### config.mk
export PLATFORM = sky130hd
export DESIGN_NAME = cmp_unit
export DESIGN_NICKNAME = d
export VERILOG_FILES = /design/src/rtl/cmp_unit.sv
export SDC_FILE = /design/constraint.sdc
export NUM_CORES = 1
export LEC_CHECK = 0
export BUFFER_PORTS_ARGS = -buffer_cell sky130_fd_sc_hd__buf_2
export CORE_ASPECT_RATIO = 0.7
export CORE_MARGIN = 4
export CORE_UTILIZATION = 25
export CTS_CLUSTER_DIAMETER = 60
export DETAILED_ROUTE_END_ITERATION = 8
export GPL_ROUTABILITY_DRIVEN = 0
export SLEW_MARGIN = 30
export SYNTH_ARGS = -nofsm -noshare
export SYNTH_HDL_FRONTEND = slang
export SYNTH_SLANG_ARGS = --single-unit
### constraint.sdc
create_clock -name clk -period 2.6 [get_ports clk]
set_input_delay 0.13 -clock clk [delete_from_list [all_inputs] [get_ports clk]]
set_output_delay 0.13 -clock clk [all_outputs]
set_load 0.01 [all_outputs]
### src/rtl/cmp_unit.sv
// rtl/cmp_unit.sv - iterative MSB-first compare unit with early termination
module cmp_unit #(
    parameter int WIDTH = 8,
    parameter int DIGIT = 2,
    parameter int RD_W  = 3
) (
    input  logic             clk,
    input  logic             rst_n,
    input  logic             start,
    input  logic [4:0]       opcode,
    input  logic             signed_mode,
    input  logic [WIDTH-1:0] r1,
    input  logic [WIDTH-1:0] r2,
    output logic             busy,
    output logic             done,
    output logic [RD_W-1:0]  rd,
    output logic [2:0]       flags,
    output logic             invalid_op
);
    localparam int N  = WIDTH / DIGIT;
    localparam int GW = (N > 1) ? $clog2(N) : 1;
    localparam logic [GW-1:0] LAST_G = GW'(N - 1);

    localparam logic [4:0] OP_LT  = 5'b01011;
    localparam logic [4:0] OP_GT  = 5'b01100;
    localparam logic [4:0] OP_EQ  = 5'b01101;
    localparam logic [4:0] OP_GTE = 5'b01110;
    localparam logic [4:0] OP_LTE = 5'b01111;
    localparam logic [4:0] OP_NE  = 5'b10000;

    typedef enum logic {IDLE, RUN} state_t;

    state_t            state, state_n;
    logic [WIDTH-1:0]  a, b;
    logic [4:0]        op;
    logic              op_ok;
    logic [GW-1:0]     g;
    logic [DIGIT-1:0]  grp_a, grp_b;
    logic              fin, lt_c, gt_c, eq_c, cond;

    // Operands shift left after each equal group, so the active group is always on top.
    assign grp_a = a[WIDTH-1 -: DIGIT];
    assign grp_b = b[WIDTH-1 -: DIGIT];
    assign busy  = (state == RUN);

    always_comb begin
        state_n = state;
        fin     = 1'b0;
        lt_c    = 1'b0;
        gt_c    = 1'b0;
        eq_c    = 1'b0;
        cond    = 1'b0;
        case (state)
            IDLE: if (start) state_n = RUN;
            RUN: begin
                if (op_ok) begin
                    lt_c = (grp_a < grp_b);
                    gt_c = (grp_a > grp_b);
                    eq_c = !lt_c && !gt_c;
                end
                fin = !op_ok || lt_c || gt_c || (g == LAST_G);
                if (fin) state_n = IDLE;
            end
            default: state_n = IDLE;
        endcase
        case (op)
            OP_LT:   cond = lt_c;
            OP_GT:   cond = gt_c;
            OP_EQ:   cond = eq_c;
            OP_GTE:  cond = gt_c || eq_c;
            OP_LTE:  cond = lt_c || eq_c;
            OP_NE:   cond = !eq_c;
            default: cond = 1'b0;
        endcase
    end

    always_ff @(posedge clk or negedge rst_n) begin
        if (!rst_n) begin
            state      <= IDLE;
            a          <= '0;
            b          <= '0;
            op         <= '0;
            op_ok      <= 1'b0;
            g          <= '0;
            done       <= 1'b0;
            rd         <= '0;
            flags      <= 3'b000;
            invalid_op <= 1'b0;
        end else begin
            state <= state_n;
            done  <= fin;
            if (state == IDLE && start) begin
                // Flipping the sign bit maps two's complement onto offset binary.
                a     <= {r1[WIDTH-1] ^ signed_mode, r1[WIDTH-2:0]};
                b     <= {r2[WIDTH-1] ^ signed_mode, r2[WIDTH-2:0]};
                op    <= opcode;
                op_ok <= (opcode >= OP_LT) && (opcode <= OP_NE);
                g     <= '0;
            end else if (state == RUN && !fin) begin
                a <= a << DIGIT;
                b <= b << DIGIT;
                g <= g + 1'b1;
            end
            if (fin) begin
                rd         <= RD_W'(cond);
                flags      <= {lt_c, eq_c, gt_c};
                invalid_op <= !op_ok;
            end
        end
    end
endmodule

Word level (Yosys, flattened, before mapping)
Cells that the tools add are included.

Bitwise logic cells: 3. $lt $le $gt $ge: 4. Equality and inequality tests: 7. $add $sub $neg: 1. Reduce and logical (&&, ||, !) cells: 15. Multiplexer cells: 19.

Operator list (number): 8-bit 2-to-1 mux (4); 5-bit by 4-bit == test with 1-bit output (second input constant) (5); 1-bit 2-to-1 mux (11); 1-bit case mux with 6 select lines (1); 5-bit == test (second input constant) (1); 5-bit by 4-bit greater-or-equal comparator with 1-bit output (second input constant) (1); 5-bit less-or-equal comparator (second input constant) (1); 1-bit zero test (5); 1-bit logical OR (5); 1-bit logical AND (4); 2-bit 2-to-1 mux (2); 2-bit by 1-bit adder with 2-bit output (second input constant) (1); 2-bit == test (second input constant) (1); 2-bit > comparator (1); 2-bit less-than comparator (1); 1-bit case mux with 2 select lines (1); 2-bit nonzero test (1); 1-bit XOR (2); 1-bit NOT (1).

Input port bits: 25. Output and inout port bits: 9. Word-level logic and storage cells: 59. Register bits after elaboration: 31.

Depth between registers and ports, before layout
Gate-level depths: netlist of run 1.

Depth in word-level cells: 11. Depth in mapped cells: 7. Gate-level depth less buffers: 7.

Worst setup path before layout of run 1
Ideal clock, no wire load.

Kind: reg2reg. Start point: reg a[7]. End point: reg g[1]. Setup time: 121 ps. Path slack: 891 ps. Data arrival time: 1588 ps. Buffers on the path: 1. Data required time: 2479 ps. Cell stages (with the launch flop): 6. Period minus slack after synthesis: 1709 ps. Cell sequence: dfrtp_1 -> ha_1 -> nand2_2 -> o41a_4 -> buf_6 -> a22o_1.

Cells in the longest elaborated chain, start to end: 10. Elaborated cells between the ends (all ways): 13. Those cells by class: order compare (2); mux (5); reduce/logical (6).

RTL lines: start, declared (RTL line 34) `logic [WIDTH-1:0] a, b;`; start signal, assigned (RTL line 94) `a <= {r1[WIDTH-1] ^ signed_mode, r1[WIDTH-2:0]};`; start signal, assigned (RTL line 100) `a <= a << DIGIT;`; 2-bit less-than comparator (RTL line 57) `lt_c = (grp_a < grp_b);`; 1-bit 2-to-1 mux (RTL line 56) `if (op_ok) begin`; 1-bit 2-to-1 mux (RTL line 53) `case (state)`; 1-bit logical OR (RTL line 61) `fin = !op_ok || lt_c || gt_c || (g == LAST_G);`; 1-bit logical OR * (2 in a row) (RTL line 61); 1-bit 2-to-1 mux * (RTL line 53); 1-bit zero test * (RTL line 99) `end else if (state == RUN && !fin) begin`; 1-bit logical AND * (RTL line 99); 2-bit nonzero test (no line) *; end signal, assigned (RTL line 102) `g <= g + 1'b1;`; end, declared (RTL line 37) `logic [GW-1:0] g;`.

Mark *: on every way between the ends. The rest lies on a longest branch, timed or not. The select of a mux whose other input is x is not followed. A chain may end at the register's enable or synchronous reset.

Final worst setup path of run 1
Start point: reg a[7]. End point: reg b[7].

Cells in the longest elaborated chain, start to end: 10. Elaborated cells between the ends (all ways): 13. Those cells by class: order compare (2); mux (5); reduce/logical (6).

RTL lines: 2-bit less-than comparator (RTL line 57); 1-bit 2-to-1 mux (RTL line 56); 1-bit 2-to-1 mux (RTL line 53); 1-bit logical OR (RTL line 61); 1-bit logical OR * (2 in a row) (RTL line 61); 1-bit 2-to-1 mux * (RTL line 53); 1-bit zero test * (RTL line 99); 1-bit logical AND * (RTL line 99); 2-bit nonzero test (no line) *; end signal, assigned (RTL line 95) `b <= {r2[WIDTH-1] ^ signed_mode, r2[WIDTH-2:0]};`; end signal, assigned (RTL line 101) `b <= b << DIGIT;`; end, declared (RTL line 34).

Marked as above.

==> impl_metrics.yaml, run 1 <==
timing:
  fin_worst_skew_ns: 0.0104
  slew_viol_final: 0
  setup_violations: 0
  rsz0062_at_grt: "no"
  setup_tns_ns: 0
  max_freq_mhz: 525
  tightest_slew_ns: 0.753
  layout_min_cycle_time_ns: 1.91
  post-route-period-util_pct: 73.3
  relSlewSlack_pct: 49.4
  hold_viol_final: 0
worst_hold_path:
  hp-class: "input port to flip-flop"
  hold_depth: 2
  min_from: "r1[1]"
  holdPathEnd: "a[1]$_DFFE_PN0P_"
setup_path:
  cp-start-kind: "flip-flop"
  crit_arrival_ns: 2.10
  worst-r2r-setup-slack_ns: 0.69
  endpoint_kind: "flip-flop"
  crit_type: "flip-flop to flip-flop"
  worstPathRequired_ns: 2.80
  crit-reg2reg-capture: "b[7]$_DFFE_PN0P_"
  reg2reg_from: "a[7]$_DFFE_PN0P_"
  r2r_cells: 5
  crit_fanout: 14
global_routing:
  met1_usage_pct: 13.5
  grt_pass1_vias: 1096
  track_usage_pct: 9.36
  grt_max_degree: 32
  busiest_layer: "met1"
  grt.met2_usage_pct: 12.8
  antenna_found_initial: 0
  gr-total-overflow: 0
  grt_pass1_wl_mm: 5.30
  gr-usage-met3_pct: 3.79
detailed_routing:
  remaining_drc_errors: 0
  first_pass_iters: 4
  wire_per_inst_um: 12.6
  drtIter0Drc: 54
  routed_wirelength_mm: 3.08
  drtAntennaViolNets: 0
  vias_per_cell: 4.55
  vias: 1114
floorplan:
  start_util_pct: 26.6
  fp.dieH_um: 71.6
  num_rows: 22
  die_w_um: 98.8
  fp.dieArea_um2: 7070
  ios: 34
  core_area_um2: 5420
synthesis:
  syn_avg_cell_area_um2: 10.4
  synth.area.top_cells: "dfrtp_1 54%, nand2_1 8.3%, a22oi_1 5.7%"
  synth_top_area_cell: "dfrtp_1"
  synthCells: 139
  synth-warning-count: 0
  synth-edff-count: 0
  ys_ff_latch: 31
  yosysTopAreaCellShare_pct: 53.8
  synth_common_cells: "32 x nand2_1, 31 x dfrtp_1, 11 x a22oi_1"
  synth_top_flop_cell: "dfrtp_1"
  yosys.cell_types.count: 37
  yosysMostFrequentCell: "nand2_1"
  netlist_area_um2: 1440
  ys_seq_area_share_pct: 53.8
  async_flop_share_pct: 100
cts:
  clockBufferDepth: 2
  root_buffer: "clkbuf_8"
  cts_hold_buf: 1
  cts_sinks: 31
  cts_tree: "done"
  cts_made_buffers: 5
  cts_setup_buffers: 0
  worst_skew_pair.late_latency_ns: 0.28
  clk_pin_slew_worst_paths_ns: 0.07
  cts_max_level: 2
  cts_resized: 0
final_layout:
  design_area_um2: 1770
  instances_no_fill: 245
  utilization_pct: 32.6
  num_antenna_cells: 0
  syn2layout_area_growth_pct: 22.7
  drive_gt1_share_pct: 26.0
  nFillCells: 572
  nets: 200
pwr:
  powerDensity_nw_per_um2: 771
  irDropWorstVdd_uv: 261
  p_total_w: 0.00137
  leakagePower_nw: 0.859
placement:
  post-dp-hpwl_mm: 2.25
  port_buffers: 31
  dp.cells: 236
  placed_area_um2: 1650
status:
  status: "completed"
run:
  maxCapViolations: 0
[worst max-delay path by stage]
stage	endpoint	start	slack (ns)	cells past startpoint
finish	b[7]$_DFFE_PN0P_	a[7]$_DFFE_PN0P_	0.69	5
global route	b[7]$_DFFE_PN0P_	a[7]$_DFFE_PN0P_	0.48	5
CTS	b[7]$_DFFE_PN0P_	a[7]$_DFFE_PN0P_	0.65	5
detailed placement	b[7]$_DFFE_PN0P_	a[7]$_DFFE_PN0P_	0.68	5
global placement	b[7]$_DFFE_PN0P_	a[7]$_DFFE_PN0P_	0.74	5
floorplan	g[1]$_DFFE_PN0P_	a[7]$_DFFE_PN0P_	0.89	5
[power by group]
| part | total (W) | switching, W | internal (W) |
|---|---|---|---|
| Clock | 0.000468 | 0.000183 | 0.000285 |
| Sequential | 0.000621 | 0.0000545 | 0.000566 |
| Combinational | 0.000276 | 0.000161 | 0.000115 |
[flip-flops by register name, indices dropped and copies added, names as in the netlist, 2 cells and up]
register	count
a	8
b	8
flags	3
op	5
g	2
[cell usage in the layout, fill, tap and decap left out, drive strengths merged, types with 3 or more instances in the layout]
master,count
nand2,34
dfrtp,31
buf,31
a22oi,11
inv,8
o21ai,6
a22o,5
clkbuf,5
nor2,4
a21oi,3
ha,3
[critical path, stage by stage, from the launching register on]
cell	delay, ns
dfrtp_1	0.39
ha_1	0.33
nand2_2	0.12
nor4_4	0.70
a22oi_1	0.19
o21ai_0	0.10
[cells by family after synthesis]
logic type	count (synthesis)	share of synthesized area [%]
adder cells (fa/ha/maj)	3	2.60
XOR/XNOR	2	1.21
buffers and inverters	15	5.12
multiplexers	1	0.781
flip-flops	31	53.8
AO/OA/AOI/OAI	35	19.1
other	1	0.260
AND/OR/NAND/NOR	51	17.2
[layout make-up]
| class | count | area (um^2) | area share (%) |
|---|---|---|---|
| multi-input combinational | 94 | 597 | 33.7 |
| tap | 72 | 90.1 | 5.09 |
| sequential | 31 | 776 | 43.8 |
| timing repair buffer | 32 | 165 | 9.33 |
| inverter | 8 | 30.0 | 1.70 |
| clock inverter | 3 | 43.8 | 2.47 |
| clock buffer | 5 | 68.8 | 3.89 |
[metal layers]
metal | vias to the layer above | wire length (um)
li1 | 553 | -
met1 | 520 | 1560
met2 | 36 | 1240
met3 | 5 | 241
met4 | 0 | 36
met5 | - | 0
[through the flow]
step                setup slack, ns  hold WS [ns]
global route                  0.482        0.0539
floorplan                     0.891        -0.166
finish                        0.694        0.0634
detailed placement            0.682         0.225
CTS                           0.653        0.0537
global placement              0.737         0.218
(Power assumes the default switching activity.)
==> inputs of run 2 (changes only) <==
ABC_AREA = 1   (was default)
clock period = 1.5 ns   (was 2.6 ns; I/O delays follow)
==> impl_metrics.yaml, run 2 <==
run:
  maxCapViolations: 0
placement:
  port_buffers: 31
  dp.cells: 276
  placed_area_um2: 1770
  post-dp-hpwl_mm: 2.48
synthesis:
  ys_seq_area_share_pct: 53.4
  yosysTopAreaCellShare_pct: 53.4
  synthCells: 163
  synth_common_cells: "47 x nand2_1, 31 x dfrtp_1, 20 x inv_1"
  synth-edff-count: 0
  yosys.cell_types.count: 24
  synth-warning-count: 0
  syn_avg_cell_area_um2: 8.92
  netlist_area_um2: 1450
  synth_top_area_cell: "dfrtp_1"
  yosysMostFrequentCell: "nand2_1"
  synth.area.top_cells: "dfrtp_1 53%, nand2_1 12%, inv_1 5.2%"
  synth_top_flop_cell: "dfrtp_1"
  ys_ff_latch: 31
  async_flop_share_pct: 100
detailed_routing:
  routed_wirelength_mm: 3.58
  first_pass_iters: 4
  drtIter0Drc: 53
  wire_per_inst_um: 12.1
  vias: 1297
  vias_per_cell: 4.37
  remaining_drc_errors: 0
  drtAntennaViolNets: 0
setup_path:
  cp-start-kind: "flip-flop"
  slowest_delay_ns: 0.41
  worstPathRequired_ns: 1.67
  crit_top_cell: "nor2_4"
  crit_arrival_ns: 1.86
  crit_type: "flip-flop to flip-flop"
  critPathSlowestCell: "dfrtp_1"
  crit_chain: "ha_4 > nand2_4 > nand2_8 > nand4_4 > nor2_4 > nor2_4 > buf_6 > a22o_1"
  endpoint_kind: "flip-flop"
  crit_fanout: 7
cts:
  clockBufferDepth: 2
  cts_sinks: 31
  worst_skew_pair.late_latency_ns: 0.28
  root_buffer: "clkbuf_8"
  cts_max_level: 2
  cts_made_buffers: 5
  cts_tree: "done"
  clk_pin_slew_worst_paths_ns: 0.07
pwr:
  pwr-share-clk_pct: 28.4
  switching_share_pct: 32.0
  p_switching_w: 0.000949
  leakagePower_nw: 1.10
  p_int_w: 0.00202
  irDropWorstVdd_uv: 399
  powerDensity_nw_per_um2: 1360
  seq_power_share_pct: 38.7
  combPwrFrac_pct: 32.9
timing:
  layout_min_cycle_time_ns: 1.68
  post-route-period-util_pct: 112
  setup_violations: 20
  slew_viol_final: 0
  max_freq_mhz: 594
  fin_worst_skew_ns: 0.00486
  rsz0062_at_grt: "yes"
  setup_slack_ns: -0.183
  hold_viol_final: 0
  tightest_slew_ns: 0.663
  relSlewSlack_pct: 55.8
status:
  violations: "negative setup slack"
  status: "finished, violations left"
floorplan:
  fp.dieArea_um2: 7120
  die_w_um: 99.2
  num_rows: 22
  fp.dieH_um: 71.8
  core_area_um2: 5420
  ios: 34
  start_util_pct: 26.8
global_routing:
  gr-total-overflow: 0
  grt_pass1_vias: 1203
  grt_max_degree: 32
  track_usage_pct: 10.0
  grt_pass1_wl_mm: 5.64
  antenna_found_initial: 0
final_layout:
  multiInputGateArea_um2: 688
  nFillCells: 559
  final_common_cell: "nand2_1"
  utilization_pct: 40.2
  syn2layout_area_growth_pct: 49.9
  layout_common_cells: "35 x nand2_1, 31 x dfrtp_1, 31 x buf_2"
  largestRegisters: "a: 8 flops, b: 8 flops, op: 5 flops"
  num_antenna_cells: 0
  instances_no_fill: 297
  nets: 252
  regArea_um2: 776
  design_area_um2: 2180
  drive_gt1_share_pct: 47.1
worst_hold_path:
  hp-class: "input port to flip-flop"
-- run 2: cell types whose count changed after synthesis, moves of 4 or more --
cell / previous run / this run
nand2_1: 32 / 47
inv_1: 8 / 20
o211ai_1: 0 / 4
a22oi_1: 11 / 7
o21ai_0: 6 / 15
nand3_1: 0 / 4
inv_2: 0 / 4
-- run 2: final cells by class --
cell class | count | area share, %
clock buffers | 6 | 3.79
clock inverters | 2 | 1.61
inverters | 24 | 4.48
multi-input cells | 103 | 31.6
flip-flops and latches | 31 | 35.6
well taps | 72 | 4.13
repair buffers | 59 | 18.8
-- run 2: routing by layer --
metal	GRT usage, %	vias to the layer above	part of all wire (%)
met5	0	-	0
met4	3.64	0	1.2
met3	3.40	8	6.3
met2	12.4	34	42
met1	15.6	598	51
li1	-	657	-
-- run 2: cell families after synthesis --
group | after synthesis | share of synthesized area, %
AND/OR/NAND/NOR | 64 | 20.0
adder cells (fa/ha/maj) | 3 | 2.58
buffers and inverters | 30 | 9.21
flip-flops | 31 | 53.4
AO/OA/AOI/OAI | 34 | 14.6
other | 1 | 0.258
-- run 2: power by group through the flow --
stage,sequential (W),clock [W],combinational [W]
after floorplan,0.00114,0,0.000365
after global placement,0.00113,0,0.000650
after detailed placement,0.00113,0,0.000657
after CTS,0.00112,0.000860,0.000748
after global routing,0.00117,0.000900,0.00108
final,0.00115,0.000844,0.000977
-- run 2: final timing paths --
check                           depth (start not counted)  slack [ns]                    to               from
worst min-delay path                                    3       0.002      a[1]$_DFFE_PN0P_              r1[1]
worst max register to register                          8       -0.18      g[1]$_DFFE_PN0P_   a[7]$_DFFE_PN0P_
max in group asynchronous                               2        0.70      b[0]$_DFFE_PN0P_              rst_n
min in group asynchronous                               2        0.37  flags[2]$_DFFE_PN0P_              rst_n
worst min register to register                          2        0.48     op[4]$_DFFE_PN0P_  op[4]$_DFFE_PN0P_
worst max-delay path                                    8       -0.18      g[1]$_DFFE_PN0P_   a[7]$_DFFE_PN0P_
-- run 2: critical path, delay by kind of cell, from the launching register on --
kind	cells	cell delay (ns)
AO/OA/AOI/OAI	1	0.18
adder cells (fa/ha/maj)	1	0.29
buffers and inverters	1	0.14
flip-flops	1	0.41
AND/OR/NAND/NOR	5	0.57
-- run 2: through the flow --
stage	total power [W]	setup TNS, ns	setup slack (ns)	hold slack [ns]
3_5_place_dp	0.00179	-1.33	-0.144	0.161
6_report	0.00297	-1.96	-0.183	0.00242
3_3_place_gp	0.00178	-0.669	-0.0840	0.158
2_1_floorplan	0.00150	0	0.00689	-0.221
5_1_grt	0.00315	-3.88	-0.270	0.0237
4_1_cts	0.00273	-1.25	-0.126	0.00721
-- run 2: what timing repair did --
action,in CTS,in global routing
hold buffers,3,0
cloned,0,1
setup endpoints to repair,21,25
resized for setup,9,51
setup buffers,4,5
pin swaps,5,14
endpoints found under the hold margin,33,0
==> inputs of run 3 (changes only) <==
CAP_MARGIN = 40   (was default)
SETUP_SLACK_MARGIN = 0.4   (was default)
==> impl_metrics.yaml, run 3 (same netlist as run 2, synthesis figures left out) <==
global_routing:
  grt_pass1_vias: 1276
  grt_max_degree: 18
  track_usage_pct: 11.9
  antenna_found_initial: 0
  gr-total-overflow: 0
  grt_pass1_wl_mm: 6.47
placement:
  placed_area_um2: 1780
  pre_cts_ws_ns: -0.163
  port_buffers: 31
  post-dp-hpwl_mm: 2.69
floorplan:
  die_w_um: 99.2
  ios: 34
  num_rows: 22
  fp.dieArea_um2: 7120
  fp.dieH_um: 71.8
  start_util_pct: 26.8
  core_area_um2: 5420
timing:
  fin_worst_skew_ns: 0.00213
  setup_violations: 23
  hold_viol_final: 0
  layout_min_cycle_time_ns: 1.63
  rsz0062_at_grt: "yes"
  hold_ws_ns: 0.0190
  max_freq_mhz: 612
  slew_viol_final: 0
  post-route-period-util_pct: 109
  setup_slack_ns: -0.134
setup_path:
  crit_top_cell: "nand2_4"
  endpoint_kind: "flip-flop"
  crit_fanout: 8
  path_delay_family: "simple AND/OR/NAND/NOR gates"
  slowest_delay_ns: 0.41
  crit_arrival_ns: 1.80
  crit_chain: "ha_4 > nand2_4 > nand2_4 > buf_4 > inv_2 > nor2_4 > nand3_2 > nand2_4 > inv_2 > nor2_1 > a21oi_2"
  crit_type: "flip-flop to flip-flop"
  cp-start-kind: "flip-flop"
  worstPathRequired_ns: 1.67
  cp_num_buf_inv: 3
  critPathSlowestCell: "dfrtp_1"
pwr:
  leakagePower_nw: 1.15
  irDropWorstVdd_uv: 400
  powerDensity_nw_per_um2: 1230
  p_total_w: 0.00278
cts:
  cts_made_buffers: 5
  clockBufferDepth: 2
  root_buffer: "clkbuf_8"
  clk_pin_slew_worst_paths_ns: 0.06
  cts_max_level: 2
  cts_sinks: 31
  worst_skew_pair.late_latency_ns: 0.28
  cts_tree: "done"
status:
  violations: "negative setup slack"
  status: "finished, violations left"
detailed_routing:
  routed_wirelength_mm: 4.01
  first_pass_iters: 4
  wire_per_inst_um: 13.0
  drtIter0Drc: 92
  vias: 1351
  vias_per_cell: 4.39
  remaining_drc_errors: 0
  drtAntennaViolNets: 0
final_layout:
  syn2layout_area_growth_pct: 55.6
  design_area_um2: 2260
  largestRegisters: "a: 8 flops, b: 8 flops, op: 5 flops"
  num_antenna_cells: 0
  drive_gt1_share_pct: 47.0
  nFillCells: 527
  nets: 264
  layout_common_cells: "36 x nand2_1, 30 x dfrtp_1, 30 x buf_2"
  final_common_cell: "nand2_1"
run:
  maxCapViolations: 0
worst_hold_path:
  hp-class: "input port to flip-flop"
[run 3: cell types whose count changed in the layout (fill, tap and decap cells not counted), moves of 2 or more]
cell,before,now
buf_4,15,20
a22oi_1,3,7
a22oi_2,4,0
buf_6,10,14
o21ai_0,7,4
clkbuf_1,0,2
nand2_2,11,9
nand2_4,3,5
o21ai_2,3,5
[run 3: stage by stage]
step                setup TNS [ns]  cells  utilization (%)
detailed placement           -1.31    276             32.9
global placement            -0.722    276             32.9
finish                       -1.72    308             41.7
floorplan                        0    164                -
global route                 -3.75    308             41.7
CTS                          -1.15    300             39.2
[run 3: power breakdown]
group	leakage, nW	switching (W)	total (W)	internal (W)
logic	0.721	0.000521	0.00103	0.000511
clock network	0.0383	0.000287	0.000606	0.000319
registers	0.387	0.000119	0.00114	0.00102
[run 3: layout make-up]
type	count	area, um^2	share of cell area [%]
well taps	72	90.1	3.98
multi-input cells	104	676	29.9
inverters	24	103	4.54
repair buffers	70	541	23.9
clock buffers	7	76.3	3.37
flip-flops and latches	31	777	34.3
[run 3: final timing paths]
path | from | end | slack [ns] | cells after the start
hold / removal | r2[4] | b[4]$_DFFE_PN0P_ | 0.02 | 3
max in group asynchronous | rst_n | a[7]$_DFFE_PN0P_ | 0.77 | 3
hold reg to reg | flags[2]$_DFFE_PN0P_ | flags[2]$_DFFE_PN0P_ | 0.47 | 2
setup / recovery | a[7]$_DFFE_PN0P_ | rd[0]$_DFFE_PN0P_ | -0.13 | 11
setup reg to reg | a[7]$_DFFE_PN0P_ | rd[0]$_DFFE_PN0P_ | -0.13 | 11
min in group asynchronous | rst_n | flags[2]$_DFFE_PN0P_ | 0.25 | 2
[run 3: worst register-to-register path, delay by kind of cell (launching register included)]
family,cells,cell delay [ns]
adders and majority gates,1,0.30
buffers and inverters,3,0.21
AOI/OAI and AO/OA,1,0.04
and+or+nand+nor,6,0.59
DFF,1,0.41
[run 3: routing by layer]
layer	global-route usage [%]	routed length, um	vias up
met5	0	0	-
li1	-	-	673
met4	5.00	76	0
met3	3.21	248	9
met2	15.7	1650	38
met1	17.9	2030	631
[run 3: what timing repair did]
item,CTS,global route
gates resized for setup,35,24
buffers inserted,11,8
endpoints found under the setup margin,30,31
pin swaps,13,3
hold buffers,4,0
cloned,2,0
hold endpoints to repair,18,0
